$ cat config.mk
export PLATFORM = sky130hd
export DESIGN_NAME = dunc16_ctrl_flat
export DESIGN_NICKNAME = d
export VERILOG_FILES = /design/src/rtl/dunc16_pkg.sv /design/src/rtl/dunc16_if.sv /design/src/rtl/dunc16_tgen.sv /design/src/rtl/dunc16_ctrl.sv /design/src/flat_wrapper.sv
export SDC_FILE = /design/constraint.sdc
export NUM_CORES = 1
export LEC_CHECK = 0
export CAP_MARGIN = 20
export CORE_AREA = 2 2 39 41
export DETAILED_ROUTE_END_ITERATION = 6
export DIE_AREA = 0 0 41 43
export GPL_TIMING_DRIVEN = 0
export HOLD_SLACK_MARGIN = 0.03
export PLACE_DENSITY = 0.75
export SLEW_MARGIN = 20
export SYNTH_ARGS = -nofsm -noshare
export SYNTH_HDL_FRONTEND = slang
export SYNTH_SLANG_ARGS = --single-unit
$ cat constraint.sdc
create_clock -name CLK -period 4.7 [get_ports CLK]
set_input_delay 1.41 -clock CLK [delete_from_list [all_inputs] [get_ports CLK]]
set_output_delay 1.41 -clock CLK [all_outputs]
set_load 0.005 [all_outputs]
$ cat src/rtl/dunc16_pkg.sv
// Shared encodings for the dunc16 control sequencer: opcodes, ALU operations,
// mux selects and the sequencing state enum.
package dunc16_pkg;

  localparam int OPCODE_W = 4;

  localparam logic [OPCODE_W-1:0] OP_LDA = 4'h0;
  localparam logic [OPCODE_W-1:0] OP_STA = 4'h1;
  localparam logic [OPCODE_W-1:0] OP_ADD = 4'h2;
  localparam logic [OPCODE_W-1:0] OP_AND = 4'h3;
  localparam logic [OPCODE_W-1:0] OP_JMP = 4'h4;
  localparam logic [OPCODE_W-1:0] OP_BAN = 4'h5;
  localparam logic [OPCODE_W-1:0] OP_BAZ = 4'h6;
  localparam logic [OPCODE_W-1:0] OP_HLT = 4'hF;

  localparam logic [1:0] ALU_PASS = 2'b00;
  localparam logic [1:0] ALU_ADD  = 2'b01;
  localparam logic [1:0] ALU_AND  = 2'b10;

  localparam logic SEL_PC_INC = 1'b0;
  localparam logic SEL_PC_MD  = 1'b1;
  localparam logic SEL_MA_PC  = 1'b0;
  localparam logic SEL_MA_MD  = 1'b1;
  localparam logic SEL_MD_MEM = 1'b0;
  localparam logic SEL_MD_AC  = 1'b1;

  // Phase x T-index, plus the terminal halt state.
  typedef enum logic [3:0] {
    ST_FT0  = 4'd0,
    ST_FT1  = 4'd1,
    ST_FT2  = 4'd2,
    ST_FT3  = 4'd3,
    ST_ET0  = 4'd4,
    ST_ET1  = 4'd5,
    ST_ET2  = 4'd6,
    ST_ET3  = 4'd7,
    ST_HALT = 4'd8
  } state_t;

endpackage

$ cat src/rtl/dunc16_if.sv
// Control bus between the dunc16 sequencer (master) and the datapath (slave).
interface dunc16_if;
  import dunc16_pkg::*;

  logic [OPCODE_W-1:0] IR;
  logic                AZ;
  logic                AN;
  logic                MEM_RDY;
  logic                EN_PC;
  logic                EN_MA;
  logic                EN_MD;
  logic                EN_AC;
  logic                EN_IR;
  logic                SEL_PC;
  logic                SEL_MA;
  logic                SEL_MD;
  logic [1:0]          ALU_OP;
  logic                MEM_RD;
  logic                MEM_WR;

  modport master (
    input  IR, AZ, AN, MEM_RDY,
    output EN_PC, EN_MA, EN_MD, EN_AC, EN_IR,
    output SEL_PC, SEL_MA, SEL_MD, ALU_OP, MEM_RD, MEM_WR
  );

  modport slave (
    output IR, AZ, AN, MEM_RDY,
    input  EN_PC, EN_MA, EN_MD, EN_AC, EN_IR,
    input  SEL_PC, SEL_MA, SEL_MD, ALU_OP, MEM_RD, MEM_WR
  );

endinterface

$ cat src/rtl/dunc16_tgen.sv
// T0-T3 timing ring with FETCH/EXECUTE phase; holds on stall, parks in HALT
// when halt is raised in EXECUTE T0 until the next reset.
module dunc16_tgen
  import dunc16_pkg::*;
(
  input  logic CLK,
  input  logic RESET,
  input  logic stall,
  input  logic halt,
  output logic T0,
  output logic T1,
  output logic T2,
  output logic T3,
  output logic FETCH,
  output logic EXECUTE,
  output logic HALTED
);

  state_t state, state_nxt;

  always_ff @(posedge CLK or negedge RESET) begin
    if (!RESET) state <= ST_FT0;
    else        state <= state_nxt;
  end

  always_comb begin
    state_nxt = state;
    T0        = 1'b0;
    T1        = 1'b0;
    T2        = 1'b0;
    T3        = 1'b0;
    FETCH     = 1'b0;
    EXECUTE   = 1'b0;
    HALTED    = 1'b0;
    case (state)
      ST_FT0: begin T0 = 1'b1; FETCH = 1'b1; state_nxt = ST_FT1; end
      ST_FT1: begin
        T1 = 1'b1; FETCH = 1'b1;
        if (!stall) state_nxt = ST_FT2;
      end
      ST_FT2: begin T2 = 1'b1; FETCH = 1'b1; state_nxt = ST_FT3; end
      ST_FT3: begin T3 = 1'b1; FETCH = 1'b1; state_nxt = ST_ET0; end
      ST_ET0: begin
        T0 = 1'b1; EXECUTE = 1'b1;
        state_nxt = halt ? ST_HALT : ST_ET1;
      end
      ST_ET1: begin
        T1 = 1'b1; EXECUTE = 1'b1;
        if (!stall) state_nxt = ST_ET2;
      end
      ST_ET2: begin
        T2 = 1'b1; EXECUTE = 1'b1;
        if (!stall) state_nxt = ST_ET3;
      end
      ST_ET3:  begin T3 = 1'b1; EXECUTE = 1'b1; state_nxt = ST_FT0; end
      ST_HALT: HALTED = 1'b1;
      default: state_nxt = ST_FT0;
    endcase
  end

endmodule

$ cat src/rtl/dunc16_ctrl.sv
// dunc16 control sequencer: opcode decode and memory handshake around the
// timing generator. All strobes are combinational from state, IR, flags, MEM_RDY.
module dunc16_ctrl
  import dunc16_pkg::*;
#(
  parameter int ADDR_W = 12
) (
  input  logic           CLK,
  input  logic           RESET,
  dunc16_if.master       bus,
  output logic           T0,
  output logic           T1,
  output logic           T2,
  output logic           T3,
  output logic           FETCH,
  output logic           EXECUTE,
  output logic           HALTED
);

  generate
    if (ADDR_W < 1) begin : g_bad_addr_w
      $error("dunc16_ctrl: ADDR_W must be positive");
    end
  endgenerate

  logic stall;
  logic halt;
  logic rd_op;
  logic wr_op;
  logic mem_op;
  logic take_pc;

  dunc16_tgen u_tgen (
    .CLK     (CLK),
    .RESET   (RESET),
    .stall   (stall),
    .halt    (halt),
    .T0      (T0),
    .T1      (T1),
    .T2      (T2),
    .T3      (T3),
    .FETCH   (FETCH),
    .EXECUTE (EXECUTE),
    .HALTED  (HALTED)
  );

  assign rd_op   = (bus.IR == OP_LDA) || (bus.IR == OP_ADD) || (bus.IR == OP_AND);
  assign wr_op   = (bus.IR == OP_STA);
  assign mem_op  = rd_op || wr_op;
  // Flags are only looked at here, in EXECUTE T0, before AC can change.
  assign take_pc = (bus.IR == OP_JMP) ||
                   ((bus.IR == OP_BAN) && bus.AN) ||
                   ((bus.IR == OP_BAZ) && bus.AZ);

  always_comb begin
    bus.EN_PC  = 1'b0;
    bus.EN_MA  = 1'b0;
    bus.EN_MD  = 1'b0;
    bus.EN_AC  = 1'b0;
    bus.EN_IR  = 1'b0;
    bus.SEL_PC = SEL_PC_INC;
    bus.SEL_MA = SEL_MA_PC;
    bus.SEL_MD = SEL_MD_MEM;
    bus.ALU_OP = ALU_PASS;
    bus.MEM_RD = 1'b0;
    bus.MEM_WR = 1'b0;
    stall      = 1'b0;
    halt       = 1'b0;

    if (FETCH) begin
      if (T0) begin
        bus.EN_MA = 1'b1;
      end
      if (T1) begin
        bus.MEM_RD = 1'b1;
        if (bus.MEM_RDY) bus.EN_MD = 1'b1;
        else             stall     = 1'b1;
      end
      if (T2) begin
        bus.EN_IR = 1'b1;
        bus.EN_PC = 1'b1;
      end
    end

    if (EXECUTE) begin
      if (T0) begin
        if (mem_op) begin
          bus.EN_MA  = 1'b1;
          bus.SEL_MA = SEL_MA_MD;
        end else if (take_pc) begin
          bus.EN_PC  = 1'b1;
          bus.SEL_PC = SEL_PC_MD;
        end else if (bus.IR == OP_HLT) begin
          halt = 1'b1;
        end
      end
      if (T1) begin
        if (rd_op) begin
          bus.MEM_RD = 1'b1;
          if (bus.MEM_RDY) bus.EN_MD = 1'b1;
          else             stall     = 1'b1;
        end else if (wr_op) begin
          bus.EN_MD  = 1'b1;
          bus.SEL_MD = SEL_MD_AC;
        end
      end
      // Write strobe stays up until memory accepts it.
      if (T2) begin
        case (bus.IR)
          OP_LDA: begin bus.EN_AC = 1'b1; bus.ALU_OP = ALU_PASS; end
          OP_ADD: begin bus.EN_AC = 1'b1; bus.ALU_OP = ALU_ADD;  end
          OP_AND: begin bus.EN_AC = 1'b1; bus.ALU_OP = ALU_AND;  end
          OP_STA: begin
            bus.MEM_WR = 1'b1;
            stall      = !bus.MEM_RDY;
          end
          default: ;
        endcase
      end
    end
  end

endmodule

$ cat src/flat_wrapper.sv
// flat-port wrapper written by rule: the top's interface ports become plain ports
module dunc16_ctrl_flat import dunc16_pkg::*;
#(
  parameter int ADDR_W = 12
)
  (CLK, RESET, T0, T1, T2, T3, FETCH, EXECUTE, HALTED, bus_IR, bus_AZ, bus_AN, bus_MEM_RDY, bus_EN_PC, bus_EN_MA, bus_EN_MD, bus_EN_AC, bus_EN_IR, bus_SEL_PC, bus_SEL_MA, bus_SEL_MD, bus_ALU_OP, bus_MEM_RD, bus_MEM_WR);
  dunc16_if bus_i ();
  input  logic CLK;
  input  logic RESET;
  output logic T0;
  output logic T1;
  output logic T2;
  output logic T3;
  output logic FETCH;
  output logic EXECUTE;
  output logic HALTED;
  input wire logic [$bits(bus_i.IR)-1:0] bus_IR;
  input wire logic [$bits(bus_i.AZ)-1:0] bus_AZ;
  input wire logic [$bits(bus_i.AN)-1:0] bus_AN;
  input wire logic [$bits(bus_i.MEM_RDY)-1:0] bus_MEM_RDY;
  output wire logic [$bits(bus_i.EN_PC)-1:0] bus_EN_PC;
  output wire logic [$bits(bus_i.EN_MA)-1:0] bus_EN_MA;
  output wire logic [$bits(bus_i.EN_MD)-1:0] bus_EN_MD;
  output wire logic [$bits(bus_i.EN_AC)-1:0] bus_EN_AC;
  output wire logic [$bits(bus_i.EN_IR)-1:0] bus_EN_IR;
  output wire logic [$bits(bus_i.SEL_PC)-1:0] bus_SEL_PC;
  output wire logic [$bits(bus_i.SEL_MA)-1:0] bus_SEL_MA;
  output wire logic [$bits(bus_i.SEL_MD)-1:0] bus_SEL_MD;
  output wire logic [$bits(bus_i.ALU_OP)-1:0] bus_ALU_OP;
  output wire logic [$bits(bus_i.MEM_RD)-1:0] bus_MEM_RD;
  output wire logic [$bits(bus_i.MEM_WR)-1:0] bus_MEM_WR;
  assign bus_i.IR = bus_IR;
  assign bus_i.AZ = bus_AZ;
  assign bus_i.AN = bus_AN;
  assign bus_i.MEM_RDY = bus_MEM_RDY;
  assign bus_EN_PC = bus_i.EN_PC;
  assign bus_EN_MA = bus_i.EN_MA;
  assign bus_EN_MD = bus_i.EN_MD;
  assign bus_EN_AC = bus_i.EN_AC;
  assign bus_EN_IR = bus_i.EN_IR;
  assign bus_SEL_PC = bus_i.SEL_PC;
  assign bus_SEL_MA = bus_i.SEL_MA;
  assign bus_SEL_MD = bus_i.SEL_MD;
  assign bus_ALU_OP = bus_i.ALU_OP;
  assign bus_MEM_RD = bus_i.MEM_RD;
  assign bus_MEM_WR = bus_i.MEM_WR;
  dunc16_ctrl #(.ADDR_W(ADDR_W)) u_core (.CLK(CLK), .RESET(RESET), .bus(bus_i), .T0(T0), .T1(T1), .T2(T2), .T3(T3), .FETCH(FETCH), .EXECUTE(EXECUTE), .HALTED(HALTED));
endmodule
After elaboration in Yosys (flattened, before gate mapping)
Index checks and enable logic that the tools add are counted.
{"block": "classes", "muxes": 69, "reduce_logical": 18, "n_eq_ne": 18, "bitwise": 1}
{"operator": "1-bit two-way mux", "n": 61}
{"operator": "4-bit case mux with 8 select lines", "n": 1}
{"operator": "4-bit by 3-bit == test with 1-bit output (second input constant)", "n": 7}
{"operator": "4-bit by 2-bit == test with 1-bit output (second input constant)", "n": 4}
{"operator": "4-bit two-way mux", "n": 4}
{"operator": "4-bit by 1-bit == test with 1-bit output (second input constant)", "n": 2}
{"operator": "4-bit == test (second input constant)", "n": 2}
{"operator": "4-bit zero test", "n": 2}
{"operator": "2-bit OR reduction", "n": 4}
{"operator": "4-bit OR reduction", "n": 2}
{"operator": "2-bit != test (second input constant)", "n": 3}
{"operator": "1-bit logical OR", "n": 5}
{"operator": "2-bit two-way mux", "n": 2}
{"operator": "2-bit case mux with 2 select lines", "n": 1}
{"operator": "4-bit AND reduction", "n": 1}
{"operator": "3-bit OR reduction", "n": 1}
{"operator": "1-bit logical AND", "n": 2}
{"operator": "1-bit zero test", "n": 1}
{"operator": "1-bit NOT", "n": 1}
{"block": "word_totals", "out_inout_bits": 19, "input_bits": 9, "ff_bits": 4, "word_cells": 107}

Depth between registers and ports, before layout
Gate-level depths: netlist of the first run.
{"block": "depth", "depth_word": 13, "mapped_depth": 6, "mapped_depth_nobuf": 4}

By module
Synthesis of the first run repeated with hierarchy kept, for this count alone.
{"block": "unflattened", "cells_unflattened": 58, "area_unflattened_um2": 430.4}
{"mod": "dunc16_tgen", "seq_area_each_um2": 100.1, "area_each_um2": 240.2, "cells_per_inst": 29, "instances": 1}
{"mod": "dunc16_ctrl", "seq_area_each_um2": 0.0, "area_each_um2": 190.2, "cells_per_inst": 29, "instances": 1}

Worst setup path before layout of the first run
Ideal clock, no wire load.
{"block": "synth_path", "path_kind": "input-to-output", "from": "input port bus_IR[2]", "to": "output port bus_EN_MD", "path_slack_ns": 0.935, "path_stages": 3, "path_buffers": 0, "t_arrival_ns": 2.355, "cell_sequence": "or4b_1 -> nor3_2 -> a21o_1"}
{"block": "synth_via", "elab_chain_cells": 6, "elab_cells_between_ends": 10}
{"element": "start: declaration", "line": "flat_wrapper.sv:17", "text": "input wire logic [$bits(bus_i.IR)-1:0] bus_IR;"}
{"element": "4-bit by 2-bit == test with 1-bit output or 4-bit zero test (tied branches)", "line": "dunc16_ctrl.sv:47", "text": "assign rd_op = (bus.IR == OP_LDA) || (bus.IR == OP_ADD) || (bus.IR == OP_AND);"}
{"element": "1-bit logical OR (2 in series)", "line": "dunc16_ctrl.sv:47"}
{"element": "1-bit two-way mux *", "line": "dunc16_ctrl.sv:98", "text": "if (rd_op) begin"}
{"element": "1-bit two-way mux *", "line": "dunc16_ctrl.sv:97", "text": "if (T1) begin"}
{"element": "1-bit two-way mux *", "line": "dunc16_ctrl.sv:85", "text": "if (EXECUTE) begin"}
{"element": "end: declaration", "line": "flat_wrapper.sv:23", "text": "output wire logic [$bits(bus_i.EN_MD)-1:0] bus_EN_MD;"}
Every way passes the cells marked *; elsewhere a longest branch is shown, timed or not.

Worst setup path after layout of the first run
{"block": "layout_path", "from": "input port bus_IR[1]", "to": "output port bus_EN_MD"}
The elaborated chain is that of the path after synthesis.

==> results of run 1 <==
[area by class of cell]
cell class | instances | area share
Buffer | 4 | 0.0240
Clock buffer | 3 | 0.0288
Inverter | 3 | 0.0144
Multi-Input combinational cell | 51 | 0.428
Sequential cell | 4 | 0.128
Tap cell | 16 | 0.0256
Timing Repair Buffer | 27 | 0.351
[worst max-delay path, stage by stage]
cell and delay (ns):
clkdlybuf4s50_1 0.54, nand2b_2 0.24, a21boi_0 0.13, nor3_1 0.20, a21o_1 0.15, clkdlybuf4s50_1 0.48
[what timing repair did]
action / in CTS / in global routing
gates resized for setup: 1 / 5
pin swaps: 0 / 1
hold endpoints to repair: 0 / 0
endpoints found under the setup margin: 5 / 4
[layout by cell type (no fill, tap or decap), types with 2 or more instances in the layout]
cell              n
nand2_1           3
nor3b_1           3
nor3_1            2
o21ai_0           2
clkbuf_4          3
inv_1             3
clkdlybuf4s50_1  25
clkbuf_1          3
dfrtp_1           4
a21oi_1           4
and3_1            2
or2_1             2
nor2b_1           3
nor2_1            8
dlymetal6s2s_1    2
[metrics by stage]
stage	hold WS [ns]	instances
3_3_place_gp	0.615	105
6_report	0.630	108
3_5_place_dp	0.634	105
4_1_cts	0.633	108
5_1_grt	0.654	108
2_1_floorplan	0.543	62
[routing by layer]
metal	vias up	global-route usage	part of all wire
li1	280	-	-
met1	242	0.188	0.42
met2	21	0.238	0.48
met3	0	0.0366	0.099
met4	0	0.0733	0
met5	-	0	0
[report_power, final]
part / internal [mW] / switching (mW)
Combinational: 0.149 / 0.111
Clock: 0.0284 / 0.0120
Sequential: 0.0479 / 0.0123
[path summary, 6_finish.rpt]
| path | startpoint | endpoint | slack (ns) |
|---|---|---|---|
| max | bus_IR[1] | bus_EN_MD | 0.14 |
| min | u_core.u_tgen.state[0]$_DFFE_PN0P_ | u_core.u_tgen.state[0]$_DFFE_PN0P_ | 0.63 |
| max reg2reg | u_core.u_tgen.state[0]$_DFFE_PN0P_ | u_core.u_tgen.state[0]$_DFFE_PN0P_ | 3.04 |
| min reg2reg | u_core.u_tgen.state[0]$_DFFE_PN0P_ | u_core.u_tgen.state[0]$_DFFE_PN0P_ | 0.63 |
| max in group asynchronous | RESET | u_core.u_tgen.state[0]$_DFFE_PN0P_ | 3.16 |
| min in group asynchronous | RESET | u_core.u_tgen.state[2]$_DFFE_PN0P_ | 1.38 |
[cells by family after synthesis]
logic type             Yosys count  synth area share
multiplexers                     1            0.0222
AND/OR/NAND/NOR                 37             0.494
AO/OA/AOI/OAI                   13             0.194
flip-flops                       4             0.222
buffers and inverters            7            0.0667
==> summary by stage, run 1 <==
Placement
In this run the tool buffered the top-level ports with 27 buffer cells. The placed cell area is 741 um^2. The minimum setup slack after placement is -0.0819 ns. The final estimated routing congestion in global placement is 0.797. Detailed placement finished with a half-perimeter wire length of ~930 um.

Finish
The largest registers in the layout are u_core.u_tgen.state: 4 flops. The number of flip-flops in the largest register is 4. The register area is 100 um^2. u_core.u_tgen.state holds more flip-flops than any other register.

The number of antenna diodes in the final layout is 0. Of the cells placed in the final design, the portion with a size suffix greater than 1 is 0.120. The multi-input gate area in the final layout is approximately 340 um^2. With fillers left out, the area of the finished cells amounts to about 800 um^2. At the end of the flow the core is filled with cells to 0.566. The net count of the finished layout is 103. From synthesis to final layout, the design area changed by 73.9%. The filler cells instantiated in the layout total 152.

Worst setup path
The worst setup path category is input port to output pin. The type of origin of the critical path is an input port. The arrival time of the worst setup path is roughly 3.2 ns. Counting cells, the worst reg-to-reg path comes to 4. The sort of element at the end of the critical path is an output pin.

Of all nets on the critical path, the largest fanout is 7. The required time of the critical path is 3.29 ns.

Global route
The initial antenna violation count was 0. The total grt overflow is 0. The global-route wire length before repair is 1900 um. The pin count of the biggest net entering global routing is 11. In the global route stage, overall resource usage came out at 0.153. The number of global-route vias before repair is ~460.

Floorplan
The x dimension of the die is 41 um. The die covers 1760 um^2. For this configuration, the core starts out at a cell density of 0.325. The number of placement rows is 14. The vertical extent of the die is 43 um. The area inside the core boundary is 1380 um^2. 28 I/O pins were placed.

Power
For this design the ratio of total power to cell area is around 460 nW/um^2. The leakage power is 0.335 nW. VDD sags by at most 0.226 mV. Total power for the finished layout comes to 361 uW.

Drt
The detailed-route wire length per cell is 11.4 um. Across all layers, the routed design uses approximately 540 vias. The routed via count divided by cell count is slightly above 5. The final routed DRC violation total is 0. Before antenna repair, the detailed router went through 3 iterations. The detailed router finished its first iteration with 5 violations.

Once detail routing completed, the nets flagged for antenna violations numbered 0. The routed design has 1230 um of wire.

Synth
The netlist area before placement is 450 um^2. Counting every instance in the synthesized netlist gives just over 60. By count the netlist is led by nor2_1, a21oi_1, dfrtp_1. After synthesis, the cell types taking the most area are dfrtp_1, nor2_1, nor3b_1, a21oi_1, nor2b_1. The unique cell type count in the Yosys netlist is 33. The most frequent cell after synthesis is nor2_1.

The share of synthesized flip-flops with an asynchronous set or reset is 1.00. Of the post-synthesis cell area, the dominant cell type holds 0.222. Yosys printed 0 warnings.

The synthesis-stage register bit count is 4. Counting flops with a built-in enable in the synthesized netlist gives 0. The leading register cell type out of synthesis is dfrtp_1.

The register area share after synthesis is 0.222. The average size of a mapped cell is 7.27 um^2. The number of nets handed over by synthesis was a little over 70. The top cell type by total area after synthesis is dfrtp_1.

STA
The final critical-path required period is roughly 4.6 ns. The worst-case setup margin in the final layout is ~0.14 ns. The final setup violation count is 0. Setup repair after global routing left no endpoint under its margin. The worst slew slack as a fraction of its limit is 0.722. In the finished design, the share of the clock period the worst path needs comes to 0.971. The count of final hold-check violations is 0. Clock skew on the completed layout was measured at 0.000205 ns. Timing would allow up to 219 MHz. Setup total negative slack on the finished layout was measured at 0 ns. The number of max-slew violations in the final report is 0. The transition time of the tightest slew-check pin is 0.417 ns.

CTS
The number of levels in the clock H-tree is 1. Counting the buffers created by CTS gives 3. The source-to-sink clock delay at the later pin of the worst-skew pair is 0.23 ns. Clock tree synthesis selected as its root buffer the cell clkbuf_4.

The maximum number of buffers from clock root to sink is 2. Buffers added to address setup during post-CTS repair amount to 0. For this design, the sink count on the clock tree is 4.

The CTS clock-pin slew for the worst setup and hold paths is 0.03 ns. TritonCTS built the clock tree. Hold repair after CTS inserted 0 buffers.

Hold path
The type of the worst min-delay path is flip-flop to flip-flop. Counting instances, the worst hold path has a depth of 1.

Status
The flow ran to the end, and the final reports show no timing, DRC or antenna violations.

Job
Across the run, the number of max-cap violations was 0.
Power figures use the tool's default switching activity.
==> inputs of run 2 (changes only) <==
--- a/config.mk
+++ b/config.mk
@@ -11,7 +11,7 @@
 export DIE_AREA = 0 0 41 43
 export GPL_TIMING_DRIVEN = 0
 export HOLD_SLACK_MARGIN = 0.03
-export PLACE_DENSITY = 0.75
+export PLACE_DENSITY = 0.76
 export SLEW_MARGIN = 20
 export SYNTH_ARGS = -nofsm -noshare
 export SYNTH_HDL_FRONTEND = slang
==> run 2 against run 1 <==
Net effect:
- final area unchanged
- total power grew 0.39%
- non-clock buffer count unchanged
- core utilization unchanged
- sequential cell count unchanged
- cell count is the same
==> summary by stage, run 2 (synthesized netlist as in run 1, its figures left out) <==
Finish
The filler cell count is 152 (unchanged). The top cell types in the final layout, fill and taps aside, are clkdlybuf4s50_1, nor2_1, a21oi_1, dfrtp_1. The post-layout net count is 103 (unchanged).

The final non-filler cell area is 783 um^2 (unchanged). The final design utilization is 0.566 (unchanged). The share of layout cells above drive strength 1 is 0.120 (unchanged). The number of flip-flops in the largest register is 4 (unchanged).

In the final layout, the registers with the most flip-flops are u_core.u_tgen.state: 4 flops. The commonest non-fill, non-tap cell in the layout is clkdlybuf4s50_1. The number of inserted diodes is 0 (unchanged). The register with the most flip-flops is u_core.u_tgen.state. The signed area change from the synthesized netlist to the final layout is 73.9% (unchanged).

The post-layout instance count excluding filler cells was 108 (unchanged).

Floorplan
The number of placement rows is 14 (unchanged). The area inside the core boundary is 1380 um^2 (unchanged). The vertical extent of the die is 43 um (unchanged). The area enclosed by the die boundary came to 1760 um^2 (unchanged). The boundary pin count is 28 (unchanged). The x dimension of the die is 41 um (unchanged). The initial core utilization is 0.325 (unchanged).

Global route
The number of global-route vias before repair was 439 (-5.0%). The overall routing resource usage is 0.148 (-0.00474). The pin count of the biggest net entering global routing is 11 (unchanged). The total grt overflow came to 0 (unchanged).

The global-route wire length before repair is 1830 um (-4.0%). The initial antenna violation count is 0 (unchanged).

Worst setup path
The maximum fanout count along the critical path is 7 (unchanged). The endpoint identified for the worst register-to-register timing path is u_core.u_tgen.state[0]$_DFFE_PN0P_. The setup path with the least slack is of type input port to output pin. The critical path goes through clkdlybuf4s50_1 -> nand2b_2 -> a21boi_0 -> nor3_1 -> a21o_1 -> clkdlybuf4s50_1.

The required time of the critical path is 3.29 ns (about the same). The sort of element at the end of the critical path is an output pin. The depth of the critical timing path with buffers and inverters included was 6 (unchanged). Among cell families on the critical path, the largest total delay comes from buffers and inverters. The arrival time of the worst setup path is 3.14 ns (about the same).

STA classifies the critical path startpoint as an input port. The most frequent cell on the critical path is clkdlybuf4s50_1. The buffering stage count on the worst path with inverters included is 2 (unchanged). The peak per-stage delay on the critical path is 0.55 ns (about the same). The worst register-to-register path begins at u_core.u_tgen.state[0]$_DFFE_PN0P_. On the critical path, the stage with the largest delay is an instance of clkdlybuf4s50_1. The number of cells traversed by the worst register-to-register path is 4 (unchanged). The register-to-register path setup slack is 3.02 ns (-0.02 ns).

STA
The transition time of the tightest slew-check pin is 0.390 ns (-0.0275 ns). The worst-case setup margin in the final layout is 0.153 ns (+0.0163 ns). The final setup skew was 0.00257 ns (+0.00237 ns).

The final setup TNS was 0 ns (unchanged). The ratio of final minimum period to clock period is 0.967 (-0.00347). The final setup violation count is 0 (unchanged). The count of final hold-check violations is 0 (unchanged). Setup repair after global routing left no endpoint under its margin.

The maximum clock rate was 220 MHz (+0.36%). The number of max-slew violations in the final report is 0 (unchanged). The worst hold slack after final layout was 0.648 ns (+0.0184 ns).

The worst slew slack as a fraction of its limit is 0.740 (+0.0183). The final critical-path required period is 4.55 ns (-0.0163 ns).

Power
The leakage power is 0.335 nW (unchanged). The power density relative to cell area is 462 nW/um^2 (+0.39%). The worst ir drop on vdd came to 0.268 mV (+18%). The overall power of the completed layout is 362 uW (+0.39%).

Drt
The total number of vias is 537 (-1.1%). The routed via count divided by cell count came to 4.97 (-1.1%). The aggregate routed wire length is 1210 um (-1.4%). The final routed DRC violation total is 0 (unchanged). The initial detailed-routing violation count is 2 (-3). The first-pass detailed-route iteration total came to 3 (unchanged). The residual antenna-violating net count after detailed routing is 0 (unchanged). The detailed-route wire length per cell came to 11.2 um (-1.4%).

Hold path
The cell count of the worst hold path is 2 (+1). The type of the worst min-delay path is flip-flop to flip-flop. In this run the most critical hold path is launched from u_core.u_tgen.state[0]$_DFFE_PN0P_.

The worst hold endpoint is u_core.u_tgen.state[2]$_DFFE_PN0P_.

CTS
The number of levels in the clock H-tree is 1 (unchanged). The number of clock sinks seen by CTS is 4 (unchanged). The number of CTS-inserted buffers is 3 (unchanged). The maximum number of buffers from clock root to sink is 2 (unchanged). The CTS clock-pin slew for the worst setup and hold paths is 0.04 ns (about the same). The tree is rooted in a clkbuf_4. The source-to-sink clock delay at the later pin of the worst-skew pair came to 0.23 ns (about the same). The clock tree from TritonCTS is done.

Job
The max-cap check violation count came to 0 (unchanged).

Placement
The minimum setup slack after placement is -0.0772 ns (+0.00470 ns). The post-placement cell count came to 105 (unchanged). The final estimated routing congestion in global placement is 0.845 (+6.0%). The post-DP HPWL is 959 um (+2.9%). The placed cell area is 741 um^2 (unchanged). The count of buffers from port buffering is 27 (unchanged).

Status
The flow ran to the end, and the final reports show no timing, DRC or antenna violations.
==> run 2: metal layers <==
metal	part of all wire	vias up	GRT usage
met5	0	-	0
met4	0	0	0.0600
met2	0.48	19	0.244
met3	0.081	0	0.0366
met1	0.44	239	0.173
li1	-	279	-
==> run 2: what timing repair did <==
| item | in CTS | in global routing |
|---|---|---|
| endpoints found under the setup margin | 5 | 3 |
| hold buffers | 0 | 0 |
| gates resized for setup | 2 | 4 |
| pin swaps | 0 | 1 |
| buffers inserted | 0 | 0 |
==> run 2: power breakdown <==
group	switching, mW	internal [mW]
logic	0.111	0.149
clock network	0.0121	0.0284
registers	0.0129	0.0478
total	0.136	0.226
==> run 2: how the worst max path moves through the flow <==
stage                          from       endpoint  slack [ns]
after floorplan           bus_IR[2]      bus_EN_MD        0.93
after global placement    bus_IR[2]  bus_ALU_OP[1]       -0.06
after detailed placement  bus_IR[2]  bus_ALU_OP[1]       -0.08
after CTS                 bus_IR[2]      bus_EN_MD       0.001
after global routing      bus_IR[1]      bus_EN_MD        0.06
final                     bus_IR[1]      bus_EN_MD        0.15
==> run 2: worst register-to-register path, stage by stage (launching register included) <==
cell      delay [ns]
dfrtp_1         0.45
nand2b_4        0.22
or4_1           0.48
a311oi_1        0.29
o41ai_1         0.10
==> run 2: final cells by class <==
type	instances	area [um^2]	area share
Tap cell	16	20.0	0.0256
Sequential cell	4	100	0.128
Timing Repair Buffer	27	275	0.351
Multi-Input combinational cell	51	335	0.428
Clock buffer	3	22.5	0.0288
Buffer	4	18.8	0.0240
Inverter	3	11.3	0.0144
==> inputs of run 3 (changes only) <==
--- a/config.mk
+++ b/config.mk
@@ -12,6 +12,7 @@
 export GPL_TIMING_DRIVEN = 0
 export HOLD_SLACK_MARGIN = 0.03
 export PLACE_DENSITY = 0.76
+export RECOVER_POWER = 25
 export SLEW_MARGIN = 20
 export SYNTH_ARGS = -nofsm -noshare
 export SYNTH_HDL_FRONTEND = slang
==> run 3 against run 2 <==
Net effect:
- core utilization unchanged
- final area stayed put
- register-to-register slack about the same
- cell count did not move
- worst hold slack is the same
- sequential share of layout area unchanged
- die area did not move
- first-iteration DRC count unchanged
- critical endpoint unchanged
- highest routed layer unchanged
- clock skew unchanged
==> summary by stage, run 3 (synthesized netlist as in run 1, its figures left out) <==
Drt
The final routed DRC violation total is 0 (unchanged). The aggregate routed wire length is 1210 um (about the same). The total number of vias is 537 (unchanged). The residual antenna-violating net count after detailed routing is 0 (unchanged). The initial detailed-routing violation count is 2 (unchanged). The routed via count divided by cell count is 4.97 (unchanged).

The detailed-route wire length per cell is 11.2 um (about the same). The first-pass detailed-route iteration total is 3 (unchanged).

Floorplan
The number of placement rows is 14 (unchanged). The vertical extent of the die was 43 um (unchanged). The boundary pin count is 28 (unchanged). The area enclosed by the die boundary is 1760 um^2 (unchanged). The area inside the core boundary is 1380 um^2 (unchanged). The x dimension of the die is 41 um (unchanged). The initial core utilization is 0.325 (unchanged).

CTS
The number of clock sinks seen by CTS is 4 (unchanged). The clock root buffer is clkbuf_4. The number of CTS-inserted buffers was 3 (unchanged). The CTS clock-pin slew for the worst setup and hold paths is 0.04 ns (about the same). The maximum number of buffers from clock root to sink is 2 (unchanged). The clock tree from TritonCTS is done. The number of levels in the clock H-tree is 1 (unchanged). The source-to-sink clock delay at the later pin of the worst-skew pair is 0.23 ns (about the same).

Job
The max-cap check violation count is 0 (unchanged).

STA
The final setup TNS is 0 ns (unchanged). The transition time of the tightest slew-check pin is 0.390 ns (unchanged). The final critical-path required period is 4.55 ns (+0.00774 ns).

The maximum clock rate came to 220 MHz (-0.17%). The worst hold slack after final layout is 0.648 ns (unchanged). The count of final hold-check violations came to 0 (unchanged). The ratio of final minimum period to clock period is 0.969 (+0.00165). The final setup violation count is 0 (unchanged). The number of max-slew violations in the final report was 0 (unchanged).

The final setup skew is 0.00257 ns (unchanged). Setup repair after global routing left no endpoint under its margin. The worst slew slack as a fraction of its limit was 0.740 (unchanged).

Finish
The final design utilization is 0.566 (unchanged). The largest registers in the layout are u_core.u_tgen.state: 4 flops. The filler cell count is 152 (unchanged). The number of inserted diodes is 0 (unchanged). Leaving out fill and tap cells, the most frequent cell in the layout is clkdlybuf4s50_1. The final non-filler cell area is 783 um^2 (unchanged). The number of flip-flops in the largest register is 4 (unchanged).

In the layout the commonest cells are clkdlybuf4s50_1, nor2_1, a21oi_1, dfrtp_1. u_core.u_tgen.state holds more flip-flops than any other register. The post-layout net count is 103 (unchanged). The signed area change from the synthesized netlist to the final layout came to 73.9% (unchanged). The share of layout cells above drive strength 1 came to 0.120 (unchanged).

Worst setup path
The required time of the critical path was 3.29 ns (about the same). The arrival time of the worst setup path is 3.14 ns (about the same). The sort of element at the end of the critical path is an output pin. STA classifies the critical path startpoint as an input port. The worst setup path category is input port to output pin. The maximum fanout count along the critical path is 7 (unchanged).

Power
The worst ir drop on vdd is 0.268 mV (about the same). The overall power of the completed layout is 362 uW (about the same). The power density relative to cell area came to 462 nW/um^2 (about the same). The leakage power is 0.336 nW (+0.16%).

Global route
The pin count of the biggest net entering global routing is 11 (unchanged). The total grt overflow is 0 (unchanged). The overall routing resource usage is 0.148 (unchanged). The global-route wire length before repair is 1830 um (unchanged). The number of global-route vias before repair came to 439 (unchanged). The initial antenna violation count is 0 (unchanged).

Placement
The post-DP HPWL is 959 um (unchanged). The count of buffers from port buffering is 27 (unchanged). The final estimated routing congestion in global placement came to 0.845 (unchanged). The placed cell area came to 741 um^2 (unchanged).

Hold path
The type of the worst min-delay path is flip-flop to flip-flop.

Status
The flow ran to the end, and the final reports show no timing, DRC or antenna violations.
[run 3: path summary, 6_finish.rpt]
path | start | end | slack, ns | depth (start not counted)
max | bus_IR[0] | bus_EN_MD | 0.15 | 6
min | u_core.u_tgen.state[0]$_DFFE_PN0P_ | u_core.u_tgen.state[2]$_DFFE_PN0P_ | 0.65 | 2
max reg2reg | u_core.u_tgen.state[0]$_DFFE_PN0P_ | u_core.u_tgen.state[0]$_DFFE_PN0P_ | 3.02 | 4
min reg2reg | u_core.u_tgen.state[0]$_DFFE_PN0P_ | u_core.u_tgen.state[2]$_DFFE_PN0P_ | 0.65 | 2
max in group asynchronous | RESET | u_core.u_tgen.state[1]$_DFFE_PN0P_ | 3.08 | 1
min in group asynchronous | RESET | u_core.u_tgen.state[3]$_DFFE_PN0P_ | 1.45 | 1
[run 3: area by class of cell]
type	instances	area (um^2)	area share
timing repair buffer	27	275	0.351
inverter	3	11.3	0.0144
sequential	4	100	0.128
buffer	4	18.8	0.0240
tap	16	20.0	0.0256
clock buffer	3	22.5	0.0288
multi-input combinational	51	335	0.428
[run 3: report_power, final]
group          internal, mW  total, mW  switching, mW
Combinational         0.149      0.260          0.111
Sequential           0.0478     0.0607         0.0129
Clock                0.0284     0.0406         0.0121
Total                 0.225      0.362          0.136
[run 3: metal layers]
metal | GRT usage | wire length (um) | vias up
li1 | - | - | 279
met1 | 0.173 | 530 | 239
met2 | 0.244 | 584 | 19
met3 | 0.0366 | 98 | 0
met4 | 0.0600 | 0 | 0
met5 | 0 | 0 | -
[run 3: timing repair]
item,in CTS,in global routing
hold buffers,0,0
gates resized for setup,2,4
pin swaps,0,1
buffers inserted,0,0
setup endpoints to repair,5,3
hold endpoints to repair,0,0
[run 3: stage by stage]
| stage | setup WS (ns) | cells |
|---|---|---|
| global route | 0.0516 | 108 |
| global placement | -0.0619 | 105 |
| floorplan | 0.935 | 62 |
| finish | 0.145 | 108 |
| CTS | 0.00111 | 108 |
| detailed placement | -0.0772 | 105 |
[run 3: worst max-delay path: stages]
cell and delay (ns):
dlygate4sd3_1 0.63, nand2b_2 0.14, a21boi_0 0.25, nor3_1 0.09, a21o_1 0.19, clkdlybuf4s50_1 0.43
